--- config.mk ---
export PLATFORM = sky130hd
export DESIGN_NAME = usb_rx_sink
export DESIGN_NICKNAME = d
export VERILOG_FILES = /design/src/rtl/usb_rx_sink.sv
export SDC_FILE = /design/constraint.sdc
export NUM_CORES = 1
export LEC_CHECK = 0
export BUFFER_PORTS_ARGS = -buffer_cell sky130_fd_sc_hd__buf_2
export CORE_MARGIN = 3
export CORE_UTILIZATION = 30
export CTS_BUF_LIST = sky130_fd_sc_hd__clkbuf_16
export DETAILED_ROUTE_END_ITERATION = 6
export GPL_ROUTABILITY_DRIVEN = 0
export PLACE_DENSITY_LB_ADDON = 0.08
export SLEW_MARGIN = 20
export SYNTH_ARGS = -nofsm -noshare
export SYNTH_HDL_FRONTEND = slang
export SYNTH_SLANG_ARGS = --single-unit
--- constraint.sdc ---
create_clock -name clk -period 4.17 [get_ports clk]
set_input_delay 0 -clock clk [delete_from_list [all_inputs] [get_ports clk]]
set_output_delay 0 -clock clk [all_outputs]
set_load 0.02 [all_outputs]
--- src/rtl/usb_rx_sink.sv ---
// Receive end of the USB test-transmitter byte handshake: counts bytes, runs the USB CRC16 check
// and reports length/CRC/overflow once per packet. Define USB_RX_THROTTLE_EN to add periodic stalls.
module usb_rx_sink #(
   parameter int MAX_LEN      = 64,
   parameter int LEN_W        = 7,
   parameter int THROTTLE_N   = 4,
   parameter int THROTTLE_GAP = 2
) (
   input  logic             clk,
   input  logic             reset,
   input  logic             tx_valid,
   input  logic [7:0]       tx_data,
   input  logic             tx_last,
   output logic             tx_ready,
   output logic             pkt_done,
   output logic [LEN_W-1:0] pkt_len,
   output logic             crc_ok,
   output logic             overflow,
   output logic [9:0]       hist
);

   localparam int              CNT_W   = $clog2(MAX_LEN + 4);
   localparam logic [CNT_W-1:0] OVF_LIM = CNT_W'(MAX_LEN + 2);
   localparam logic [15:0]     CRC_INIT = 16'hFFFF;
   localparam logic [15:0]     CRC_RES  = 16'hB001;

   if ((1 << LEN_W) <= MAX_LEN || THROTTLE_N < 1 || THROTTLE_GAP < 1) begin : g_bad_cfg
      $error("usb_rx_sink: LEN_W too narrow for MAX_LEN or throttle settings below 1");
   end

   typedef enum logic [2:0] {
      IDLE,
      RECV,
      DRAIN,
`ifdef USB_RX_THROTTLE_EN
      WAIT,
`endif
      DONE
   } state_t;

   state_t           state;
   logic [CNT_W-1:0] cnt;
   logic [15:0]      crc;

`ifdef USB_RX_THROTTLE_EN
   localparam int THR_W = $clog2(THROTTLE_N + 1);
   localparam int GAP_W = $clog2(THROTTLE_GAP + 1);
   logic [THR_W-1:0] thr_cnt;
   logic [GAP_W-1:0] gap_cnt;
   logic [THR_W-1:0] thr_inc;
   assign thr_inc = thr_cnt + 1'b1;
`endif

   // Reflected CRC16 (poly 0xA001), one byte, LSB first.
   function automatic logic [15:0] crc16_byte(input logic [15:0] c, input logic [7:0] d);
      logic [15:0] r;
      // NOTE: blocking '=' is correct here: r is a combinational temporary, rewritten in order.
      r = c ^ {8'h00, d};
      for (int i = 0; i < 8; i++) begin
         r = r[0] ? ((r >> 1) ^ 16'hA001) : (r >> 1);
      end
      return r;
   endfunction

   logic             accept;
   logic [15:0]      crc_upd;
   logic [CNT_W-1:0] cnt_inc;
   logic             fin_ovf;
   logic [LEN_W-1:0] res_len;
   logic             res_ok;

   // Result of the packet if the beat being accepted now turns out to be its last.
   always_comb begin
      accept  = tx_valid & tx_ready;
      crc_upd = crc16_byte(crc, tx_data);
      cnt_inc = cnt + 1'b1;
      fin_ovf = cnt_inc > OVF_LIM;
      res_len = '0;
      if (fin_ovf)
         res_len = LEN_W'(MAX_LEN);
      else if (cnt_inc >= CNT_W'(2))
         res_len = LEN_W'(cnt_inc - CNT_W'(2));
      res_ok = !fin_ovf && (cnt_inc >= CNT_W'(2)) && (crc_upd == CRC_RES);
   end

   // NOTE: asynchronous active-low reset; every register (outputs included) has a defined reset value.
   always_ff @(posedge clk or negedge reset) begin
      if (!reset) begin
         state    <= IDLE;
         cnt      <= '0;
         crc      <= CRC_INIT;
         tx_ready <= 1'b0;
         pkt_done <= 1'b0;
         pkt_len  <= '0;
         crc_ok   <= 1'b0;
         overflow <= 1'b0;
         hist     <= '0;
`ifdef USB_RX_THROTTLE_EN
         thr_cnt  <= '0;
         gap_cnt  <= '0;
`endif
      end else begin
         // NOTE: non-blocking '<=' for all state; later assignments in this block override defaults.
         tx_ready <= 1'b1;
         pkt_done <= 1'b0;
         hist     <= {hist[8:0], accept};
         case (state)
            IDLE, RECV: begin
               if (accept) begin
                  crc <= crc_upd;
                  cnt <= cnt_inc;
                  if (tx_last || fin_ovf) begin
                     if (!tx_last) begin
                        state <= DRAIN;
                     end else begin
                        state    <= DONE;
                        tx_ready <= 1'b0;
                        pkt_done <= 1'b1;
                        pkt_len  <= res_len;
                        crc_ok   <= res_ok;
                        overflow <= fin_ovf;
                     end
                  end
`ifdef USB_RX_THROTTLE_EN
                  else if (thr_inc == THR_W'(THROTTLE_N)) begin
                     state    <= WAIT;
                     tx_ready <= 1'b0;
                     thr_cnt  <= '0;
                  end else begin
                     state   <= RECV;
                     thr_cnt <= thr_inc;
                  end
`else
                  else begin
                     state <= RECV;
                  end
`endif
               end
            end
            DRAIN: begin
               // Overflowed packet: swallow the rest, count and CRC stay frozen.
               if (accept && tx_last) begin
                  state    <= DONE;
                  tx_ready <= 1'b0;
                  pkt_done <= 1'b1;
                  pkt_len  <= LEN_W'(MAX_LEN);
                  crc_ok   <= 1'b0;
                  overflow <= 1'b1;
               end
            end
`ifdef USB_RX_THROTTLE_EN
            WAIT: begin
               if (gap_cnt == GAP_W'(THROTTLE_GAP - 1)) begin
                  state   <= RECV;
                  gap_cnt <= '0;
               end else begin
                  tx_ready <= 1'b0;
                  gap_cnt  <= gap_cnt + 1'b1;
               end
            end
`endif
            DONE: begin
               state <= IDLE;
               cnt   <= '0;
               crc   <= CRC_INIT;
`ifdef USB_RX_THROTTLE_EN
               thr_cnt <= '0;
`endif
            end
            default: state <= IDLE;
         endcase
      end
   end

endmodule

==> qor.csv <==
metric,value,unit
wl_per_cell,14.29,um
cts_resized,0,
rr_startpoint,crc[4],
synthFlopType,dfrtp_1,
multi_input_area,998.5,um2
worstMarginPinSlew,0.9992,ns
fmax,0.2865,GHz
overflow,0,
end_kind,flop,
avgSynthCellArea,10.09,um2
dieWidth,92.41,um
std_cell_rows,30,
numCtsBuffers,5,
use_met2,0.1970,
synthCells,222,
clk_pin_slew,0.06,ns
grt_antenna_before_repair,0,
finalMaxSlewViolations,0,
ant_nets,0,
yosysSeqAreaShare,0.5229,
htreeDepth,2,
start_util,0.3191,
layout_min_cycle_time,3.490,ns
async_flop_share,1.000,
crit_top_cell,xor2_1,
syn-cell-area,2240,um2
drc,0,
rsz0062_at_grt,no,
grt_use_met3,0.02762,
antenna_cells,0,
core,7019,um2
cp-start-kind,flop,
utilization,0.3766,
viasPerCell,4.716,
grt_pass1_vias,1636,
grt_max_degree,47,
grt_pass1_wl,8349,um
cts_root_buffer,clkbuf_16,
layoutNonFillerInstCount,349,
clk_latency,0.28,ns
layout-drive-gt1-share,0.2292,
synth_edf_count,0,
timing.rr.end,crc_ok,
ys_ff_latch,46,
synth.top_cell.area_share,0.3352,
final_area,2644,um2
worst_ir_drop_vdd,0.3400,mV
synth_nets,239,
maxSlewHeadroom,0.3339,
critical_path_required,4.36,ns
place_hpwl,3458,um
arrival,3.68,ns
synth_commonest_cells,"nand2_1, dfrtp_1, o21ai_0, xnor2_1, dfstp_2",
dpl_cell_area,2469,um2
io-pin-count,33,
synthMostInstantiatedCell,nand2_1,
routed_wl,4986,um
synthTopCellsByArea,"dfrtp_1, dfstp_2, xnor2_1, o21ai_0, nand2_1",
synth_top_area_cell,dfrtp_1,
die-area,8539,um2
cts_buffer_depth,2,
min_to,state[0],
cts_tree,built,
r2r_cells,10,
grt_usage,0.1273,
r2r_slack,0.68,ns
setup-violations-final,0,
fin_crit_sh,0.8370,
min_path_type,in -> reg,
power.density,878.3,nW/um2
hold_violations,0,
num_vias,1646,
total_leakage_power,1.158,nW
die_y,92.41,um
drt_iter0_drc,87,
cpLargestDelayFamily,XOR/XNOR gates,
port_buffers,32,
syn2layout_area_growth,18.04,%
finClkSkew,0.006437,ns
finalSetupTns,0,ns
worstPathCellList,xor2_1 > xor2_1 > xnor3_1 > xnor2_1 > ha_1 > xor2_1 > nor4bb_1 > nand3_1 > or4b_1 > o31ai_1,
critical-path-slowest-cell,dfstp_2,
path_buf_inv,0,
dp.cells,340,
critPathMaxFanout,4,
crit_type,reg -> reg,
synthDistinctLibCells,40,
nNetsFinal,269,
status,"complete, no violations",
pre_cts_slack,0.6876,ns
whs_path_depth,3,
p_total,2.322,mW
yosys_warnings,0,
gr-usage-met1,0.1723,
fillers,734,
drv_cap,0,
hold_ws,0.01324,ns
grt_busiest_layer,met2,
drt-pass1-iter-count,4,
setup_slack,0.6798,ns
max_stage_delay,0.53,ns
cts.sinks,46,
min_from,tx_last,
regArea,1171,um2
[sequential cells by signal (all words and copies together), names as in the netlist]
register,cells
crc,16
hist,10
cnt,7
pkt_len,7
state,2
crc_ok,1
overflow,1
pkt_done,1
tx_ready,1
[worst max-delay path by stage]
stage	slack (ns)	start	end	depth (start not counted)
after global placement	0.75	crc[4]	crc_ok	10
final	0.68	crc[4]	crc_ok	10
after CTS	0.67	crc[4]	crc_ok	10
after detailed placement	0.69	crc[4]	crc_ok	10
after floorplan	0.91	crc[4]	crc_ok	10
after global routing	0.48	crc[4]	crc_ok	10
[layout make-up]
class                   count  area share
flip-flops and latches     46      0.4430
multi-input cells         161      0.3777
repair buffers             33     0.06531
clock buffers               5     0.04733
well taps                  96     0.04543
clock inverters             3     0.01420
inverters                   5    0.007099
[repair_timing]
item,CTS,global route
endpoints found under the setup margin,0,0
setup buffers,0,0
hold buffers,1,0
hold endpoints to repair,30,0
[power by group]
part	leakage [nW]	internal, mW	total (mW)	switching [mW]
combinational	0.526	0.485	1.11	0.629
sequential	0.546	0.650	0.770	0.120
clock	0.0864	0.278	0.439	0.160
total	1.16	1.41	2.32	0.909
[layout by cell type, fill, tap and decap left out, types with 2 or more instances in the layout]
master | synthesis | routed
clkbuf_16 | 0 | 5
nand3_1 | 13 | 13
nand2_1 | 31 | 31
and2_1 | 3 | 3
o31ai_1 | 2 | 2
nor4_1 | 2 | 2
ha_1 | 5 | 5
a21oi_1 | 7 | 7
a31oi_1 | 3 | 3
buf_2 | 1 | 31
dfstp_2 | 16 | 16
nand2b_1 | 3 | 3
xor2_1 | 9 | 9
xnor2_1 | 20 | 20
nor3_1 | 7 | 7
nor2_1 | 9 | 9
o21ai_0 | 29 | 29
inv_1 | 5 | 7
dfrtp_1 | 30 | 30
[worst register-to-register path: cells and delay by family (launching register included)]
family / cells / cell delay [ns]
AOI/OAI and AO/OA: 1 / 0.21
DFF: 1 / 0.53
and+or+nand+nor: 3 / 0.87
adders and majority gates: 1 / 0.37
xor gates and xnor gates: 5 / 1.38
[logic make-up (layout without fill, tap and decap cells)]
logic type,after synthesis,after routing,share of synthesized area
xor+xnor,30,30,0.1235
flops,46,46,0.5229
compound gates,51,51,0.1324
simple gates,75,75,0.1620
buf+inv,15,46,0.03128
fa+ha+maj,5,5,0.02793
[layer usage]
layer  vias up  wire length, um
met5         -                0
met4         0               63
met3         4              141
met2        21             2354
met1       797             2426
li1        824                -
Power figures use the tool's default switching activity.
